<file path="config.mk">
export PLATFORM = sky130hd
export DESIGN_NAME = fifo_single_clock_multimode
export DESIGN_NICKNAME = d
export VERILOG_FILES = /design/src/rtl/fifo_single_clock_multimode.sv
export SDC_FILE = /design/constraint.sdc
export NUM_CORES = 1
export LEC_CHECK = 0
export ABC_AREA = 1
export CAP_MARGIN = 10
export CORE_MARGIN = 3
export CORE_UTILIZATION = 38
export CTS_CLUSTER_DIAMETER = 200
export DETAILED_ROUTE_END_ITERATION = 10
export SYNTH_ARGS = -nofsm -noshare
export SYNTH_HDL_FRONTEND = slang
export SYNTH_SLANG_ARGS = --single-unit
</file>
<file path="constraint.sdc">
create_clock -name clock -period 6.1 [get_ports clock]
set_input_delay 1.22 -clock clock [delete_from_list [all_inputs] [get_ports clock]]
set_output_delay 1.22 -clock clock [all_outputs]
set_load 0.01 [all_outputs]
</file>
<file path="src/rtl/fifo_single_clock_multimode.sv">
// Single-clock FIFO with selectable FWFT or registered read, occupancy count,
// almost thresholds, synchronous flush and saturating over/underflow counters.
module fifo_single_clock_multimode #(
   parameter int unsigned DATA_WIDTH          = 8,
   parameter int unsigned LOG2_OF_DEPTH       = 4,
   parameter bit          FWFT                = 1'b1,
   parameter int unsigned ALMOST_FULL_MARGIN  = 2,
   parameter int unsigned ALMOST_EMPTY_MARGIN = 2
) (
   input  logic                     clock,
   input  logic                     reset,
   input  logic                     flush,
   input  logic [DATA_WIDTH-1:0]    data_in,
   input  logic                     write_enable,
   input  logic                     read_enable,
   output logic [DATA_WIDTH-1:0]    data_out,
   output logic                     data_out_valid,
   output logic [LOG2_OF_DEPTH:0]   count,
   output logic                     full,
   output logic                     empty,
   output logic                     almost_full,
   output logic                     almost_empty,
   output logic [31:0]              write_error_count,
   output logic [31:0]              read_error_count
);

   localparam int unsigned DEPTH = 1 << LOG2_OF_DEPTH;
   localparam int unsigned AW    = LOG2_OF_DEPTH;
   localparam int unsigned CW    = LOG2_OF_DEPTH + 1;

   logic [DATA_WIDTH-1:0] mem [DEPTH];
   logic [AW-1:0]         read_address;
   logic [AW-1:0]         write_address;
   logic                  read_accept;
   logic                  write_accept;

   // Status flags are decoded straight from the occupancy register.
   always_comb begin
      full         = (count == CW'(DEPTH));
      empty        = (count == '0);
      almost_full  = (count >= CW'(DEPTH - ALMOST_FULL_MARGIN));
      almost_empty = (count <= CW'(ALMOST_EMPTY_MARGIN));
   end

   // A write into a full FIFO is allowed only when a read frees a slot the same cycle.
   always_comb begin
      read_accept  = read_enable && !empty;
      write_accept = write_enable && (!full || read_accept);
   end

   always_ff @(posedge clock) begin
      if (!reset && !flush && write_accept) begin
         mem[write_address] <= data_in;
      end
   end

   always_ff @(posedge clock) begin
      if (reset || flush) begin
         read_address  <= '0;
         write_address <= '0;
         count         <= '0;
      end else begin
         if (write_accept) write_address <= write_address + AW'(1);
         if (read_accept)  read_address  <= read_address + AW'(1);
         case ({write_accept, read_accept})
            2'b10:   count <= count + CW'(1);
            2'b01:   count <= count - CW'(1);
            default: count <= count;
         endcase
      end
   end

   // Error counters survive flush and stick at all-ones.
   always_ff @(posedge clock) begin
      if (reset) begin
         write_error_count <= '0;
         read_error_count  <= '0;
      end else if (!flush) begin
         if (write_enable && !write_accept && (write_error_count != '1))
            write_error_count <= write_error_count + 32'd1;
         if (read_enable && !read_accept && (read_error_count != '1))
            read_error_count <= read_error_count + 32'd1;
      end
   end

   generate
      if (FWFT) begin : g_fwft
         assign data_out       = mem[read_address];
         assign data_out_valid = !empty;
      end else begin : g_registered
         always_ff @(posedge clock) begin
            if (reset) begin
               data_out       <= '0;
               data_out_valid <= 1'b0;
            end else if (flush) begin
               data_out_valid <= 1'b0;
            end else if (read_accept) begin
               data_out       <= mem[read_address];
               data_out_valid <= 1'b1;
            end else begin
               data_out_valid <= 1'b0;
            end
         end
      end
   endgenerate

endmodule

</file>
[Yosys cells after proc, flatten, opt, wreduce, memory -nomap -nowiden]
Memories as Yosys holds them, arrays and structs flattened. A register that Yosys moved wholly into a read port is not among the register bits.
Index checks and enable logic that the tools add are counted.
Word-level totals
  register bits: 77
  bits in writable memories: 128
  logic and storage cells: 45
  memories kept: 1
Memories
  mem: depth 16, width 8, read ports 1, clocked after memory_dff 1, write ports 1, line 31  | logic [DATA_WIDTH-1:0] mem [DEPTH];
Operators by class
  add/subtract/negate cells: 6
  $lt $le $gt $ge: 2
  eq/ne operators: 5
  multiplexer cells: 5
  bitwise operators: 1
  reduce and logical (&&, ||, !) cells: 20
Operators by type and width (count)
  $add A32 B1 Y32 const B: 2
  $ne A32 B32 Y1 const B: 2
  $pmux W5 S2: 1
  $add A4 B1 Y4 const B: 2
  $logic_and A1 B1 Y1: 8
  $mux W4: 2
  $logic_not A1 Y1: 6
  $add A5 B1 Y5 const B: 1
  $eq A5 B5 Y1 const B: 1
  $ge A5 B4 Y1 const B: 1
  $le A5 B2 Y1 const B: 1
  $logic_not A5 Y1: 1
  $sub A5 B1 Y5 const B: 1
  $reduce_and A2 Y1: 2
  $eq A2 B1 Y1 const B: 1
  $eq A2 B2 Y1 const B: 1
  $logic_or A1 B1 Y1: 2
  $mux W1: 2
  $reduce_bool A2 Y1: 1
  $not A1 Y1: 1

[Depth between registers and ports, before layout]
  depth after elaboration: 9
  gate-level depth with buffers: 14
  depth with buffers taken out: 14

[Least setup slack after synthesis]
No wires, ideal clock.
  path type: input to register
  start point: input port flush
  end point: memory mem[10][0] (enable)
  setup time: 0.370 ns
  data arrival time: 2.244 ns
  required time: 5.730 ns
  path slack: 3.486 ns
  stages on the path: 4
  buffers on the path: 1
  cell sequence: nor2_1 -> clkbuf_1 -> nand3_1 -> nor2_1
Between the ends
  longest elaborated chain between the ends: 5
RTL lines
  from (decl): line 12  | input logic flush,
  $logic_not A1 Y1
  $logic_and A1 B1 Y1 (2 in a row): line 52  | if (!reset && !flush && write_accept) begin
  $mux W1: line 52
  $mux W1 (implied by the code): line 53  | mem[write_address] <= data_in;
  to (decl): line 31
No other way between the ends.

==> impl_table.tex <==
\begin{tabular}{lr}
\hline
Metric & Value \\
\hline
\multicolumn{2}{l}{\textbf{Outcome}} \\
Status & complete, no violations \\
\multicolumn{2}{l}{\textbf{Placed design}} \\
Cell count after placement & roughly 1.6k \\
Worst setup slack before clock tree synthesis & 1.97 ns \\
DP Wirelength & approximately 18000 µm \\
Number of port buffers & 94 \\
Post-DP Area & 11400 µm² \\
Placer congestion estimate & roughly 0.82 \\
\multicolumn{2}{l}{\textbf{Floorplan}} \\
Die extent in y & 170 µm \\
Chip Width & 170 µm \\
Area of the core & between 20000 and 30000 µm² \\
Overall die area & between 20000 and 30000 µm² \\
Starting Density & 38.9\% \\
Standard-cell rows & slightly below 60 \\
Boundary Pins & 95 \\
\multicolumn{2}{l}{\textbf{Pwr}} \\
Combinational group share of total power & under 10\% \\
Clock power share & 46.1\% \\
Worst vdd rail ir drop & about 0.15 mV \\
Leakage power figure & slightly above 0.004 µW \\
Share of power burned in registers & between 40\% and 50\% \\
Internal & between 2000 and 2500 µW \\
Switch share & between 20 and 25\% \\
Reported net switching power & roughly 700 µW \\
Power density over the cells & roughly 260 nW/µm² \\
\multicolumn{2}{l}{\textbf{Job}} \\
Count of max-cap constraint violations & 0 \\
\multicolumn{2}{l}{\textbf{STA}} \\
Time the worst path needs with I/O delays and setup & about 4.6 ns \\
Final worst clock skew & between 0.008 and 0.009 ns \\
Part of the cycle the worst path needs & approximately three quarters \\
Setup ws final & around 1.5 ns \\
Hold slack & about 0.48 ns \\
Maximum operating frequency & around 220 MHz \\
Least-Margin Pin Slew & 1.03 ns \\
Number of hold-slack violations in the final timing report & 0 \\
Setup violation total in the final timing report & 0 \\
Final Slew Violations & 0 \\
Unrepaired setup endpoints after global routing & no \\
Slew headroom & 31.0\% \\
Final setup TNS & 0 ns \\
\multicolumn{2}{l}{\textbf{Clocking}} \\
Clock Root Buffer & sky130\_fd\_sc\_hd\_\_clkbuf\_16 \\
Count of instances resized after the clock tree is built & 0 \\
Number of CTS-inserted buffers & 24 \\
Clock net sink count & between 200 and 250 \\
Setup repair bufs after CTS & 0 \\
Cts hold-fix bufs & 0 \\
H-tree levels & 1 \\
TritonCTS clock tree & yes \\
Clock-pin transition on the worst setup and hold timing paths & $\sim$0.06 ns \\
Clock Path Buffers & 3 \\
Clock insertion delay at the later pin of the skew report & between 0.5 and 0.6 ns \\
\multicolumn{2}{l}{\textbf{Synthesis}} \\
Area share of the leading cell type in the synthesized netlist & a little under two fifths \\
Most common flop cell mapped by yosys & sky130\_fd\_sc\_hd\_\_edfxtp\_1 \\
Sequential cell area fraction in the yosys report & a little over half \\
Adder-cell area share of the yosys netlist & $\sim$1.4\% \\
Unique cell type count in the Yosys netlist & 37 \\
Synth cell count leaders & sky130\_fd\_sc\_hd\_\_nand2\_1 (322), sky130\_fd\_sc\_hd\_\_nor2\_1 (232), sky130\_fd\_sc\_hd\_\_edfxtp\_1 (128) \\
Post-synth design cell area & 10200 µm² \\
Post-synthesis xor/xnor area fraction & 2.58\% \\
Simple-gate share of the synthesized area & 28.1\% \\
Mean area per synthesized cell & 8.45 µm² \\
Async set-reset flop share out of synthesis & 0\% \\
Net count after synthesis & approximately 1.2k \\
Most numerous cell in the Yosys netlist & sky130\_fd\_sc\_hd\_\_nand2\_1 \\
Largest family of logic cells by synthesized area & simple AND/OR/NAND/NOR gates \\
Synthesized flop and latch total & approximately 210 \\
Mux share of post-synthesis cell area & 0\% \\
Mapped Cells & 1206 \\
Compound-cell area share of the yosys netlist & slightly below 10\% \\
Library cell with the largest summed area after synthesis & sky130\_fd\_sc\_hd\_\_edfxtp\_1 \\
Ys Warns & 0 \\
Biggest area contributors in the synthesized netlist & sky130\_fd\_sc\_hd\_\_edfxtp\_1 (38\%), sky130\_fd\_sc\_hd\_\_dfxtp\_1 (16\%), sky130\_fd\_sc\_hd\_\_nand2\_1 (12\%), sky130\_fd\_sc\_hd\_\_nor2\_1 (8.5\%), sky130\_fd\_sc\_hd\_\_o21ai\_0 (4.1\%) \\
Number of enable-type register cells in the synthesized netlist & between 100 and 150 \\
\multicolumn{2}{l}{\textbf{GRT}} \\
Remaining global-route overflow & 0 \\
Combined global-route utilization of all metal layers & a little under a fifth \\
Initial antenna violation count & 0 \\
Maximum number of pins on one net before global-route repair & 66 \\
Global-route wire length before repair & between 40000 and 50000 µm \\
Via count of the first global-routing pass & around 8.0k \\
\multicolumn{2}{l}{\textbf{Setup path}} \\
Slowest stage cell on the critical path & sky130\_fd\_sc\_hd\_\_inv\_2 \\
Capturing element type of the critical path & primary output \\
Data required time at the worst endpoint & around 4.9 ns \\
Arrival time at the worst endpoint & between 3 and 4 ns \\
Cell-by-cell trace of the critical path & buf\_4, inv\_2, buf\_4, nor2\_1, nor2\_1, o21ai\_0, o211ai\_1, o211ai\_1, nand2\_1, clkdlybuf4s50\_1 \\
Highest net fanout along the worst path & 65 \\
Critical Path Max Stage Delay & a little under 0.7 ns \\
Startpoint class of the critical path & flop \\
Critical Setup Path Class & reg2out \\
\multicolumn{2}{l}{\textbf{Final layout}} \\
Layout cell share with drive strength beyond 1 & under 10\% \\
Area of all placed cells without fillers & 12200 µm² \\
Post-Layout Cell Count & $\sim$1.6k \\
Area growth, synth to finish & 19.5\% \\
Count of inserted antenna diode cells & 0 \\
NumNets Final & around 1.3k \\
\multicolumn{2}{l}{\textbf{Route}} \\
DRC Markers & 0 \\
Count of TritonRoute iterations in the first routing pass & 5 \\
ANT nets after route & 0 \\
Initial drt markers & around 700 \\
Wirelength per Cell & 16.5 µm \\
Routed via count divided by cell count & between 5 and 6 \\
Final wirelength & between 20000 and 30000 µm \\
Via total after detailed routing & roughly 8.4k \\
\multicolumn{2}{l}{\textbf{Hold path}} \\
Class of the tightest hold or removal check & reg2reg \\
\hline
\end{tabular}
through the flow:
| step | util [%] | power, µW |
|---|---|---|
| finish | 46.5 | 3130 |
| global route | 46.5 | 3230 |
| CTS | 46.5 | 3160 |
| detailed placement | 43.4 | 1720 |
| global placement | 43.4 | 1720 |
| floorplan | - | 1640 |
power by group through the flow:
stage / combinational, µW / clock, µW / sequential, µW
2_1_floorplan: 94.7 / 0 / 1540
3_3_place_gp: 172 / 0 / 1540
3_5_place_dp: 173 / 0 / 1540
4_1_cts: 174 / 1470 / 1510
5_1_grt: 190 / 1530 / 1510
6_report: 173 / 1440 / 1510
worst max-delay path: cells and delay by family (launching register included):
family	cells	cell delay, ns
AO/OA/AOI/OAI	3	0.37
AND/OR/NAND/NOR	3	0.28
flip-flops	1	0.30
buffers and inverters	4	1.84
registers in the layout, summed over array words and instances (netlist names), named ones only:
signal,cells
write_address,4
read_error_count,32
mem,128
count,5
read_address,4
write_error_count,32
cell type report:
class                           count  area, µm²
Inverter                           65        245
Multi-Input combinational cell    893       4280
Sequential cell                   209       5470
Tap cell                          335        419
Timing Repair Buffer               98        966
Clock inverter                     10        125
Clock buffer                       33        674
Fill cell                        2567      14000
final timing paths:
check	start	cells after the start	slack, ns	to
setup / recovery	flop	10	1.52	data_out[6]
hold reg to reg	read_address[2]	2	0.48	read_address[2]
hold / removal	read_address[2]	2	0.48	read_address[2]
setup reg to reg	count[1]	13	3.67	count[4]
layer usage:
layer,vias up,share of wire (%),GRT usage (%)
li1,4207,-,-
met1,3888,46,26.0
met2,267,45,30.0
met3,48,5.8,2.96
met4,0,2.7,5.30
met5,-,0,0
placed cells by master, fill, tap and decap left out, types with 2 or more instances in the layout:
master                              n
sky130_fd_sc_hd__clkbuf_1           5
sky130_fd_sc_hd__buf_4              4
sky130_fd_sc_hd__nor3_1             4
sky130_fd_sc_hd__nor2_2             5
sky130_fd_sc_hd__a21oi_1           65
sky130_fd_sc_hd__edfxtp_1         128
sky130_fd_sc_hd__nand2_4            2
sky130_fd_sc_hd__clkinv_1           3
sky130_fd_sc_hd__nor2_4             5
sky130_fd_sc_hd__xnor2_1           11
sky130_fd_sc_hd__nor2_1           232
sky130_fd_sc_hd__inv_1             59
sky130_fd_sc_hd__xor2_1            19
sky130_fd_sc_hd__clkbuf_16         24
sky130_fd_sc_hd__bufinv_16          2
sky130_fd_sc_hd__o21ai_0           83
sky130_fd_sc_hd__inv_2              3
sky130_fd_sc_hd__nand3_1           48
sky130_fd_sc_hd__nand4_1           17
sky130_fd_sc_hd__nand3_4            3
sky130_fd_sc_hd__clkbuf_8           4
sky130_fd_sc_hd__o211ai_1          32
sky130_fd_sc_hd__nand2_2            4
sky130_fd_sc_hd__clkinv_2           3
sky130_fd_sc_hd__nand3b_1          22
sky130_fd_sc_hd__nand2_1          322
sky130_fd_sc_hd__ha_1              10
sky130_fd_sc_hd__clkinvlp_4         2
sky130_fd_sc_hd__dfxtp_1           80
sky130_fd_sc_hd__clkdlybuf4s50_1   93
logic make-up after synthesis:
| family | Yosys count |
|---|---|
| flops | 209 |
| buf+inv | 104 |
| xor+xnor | 30 |
| fa+ha+maj | 11 |
| simple gates | 670 |
| compound gates | 182 |
(Power assumes the default switching activity.)
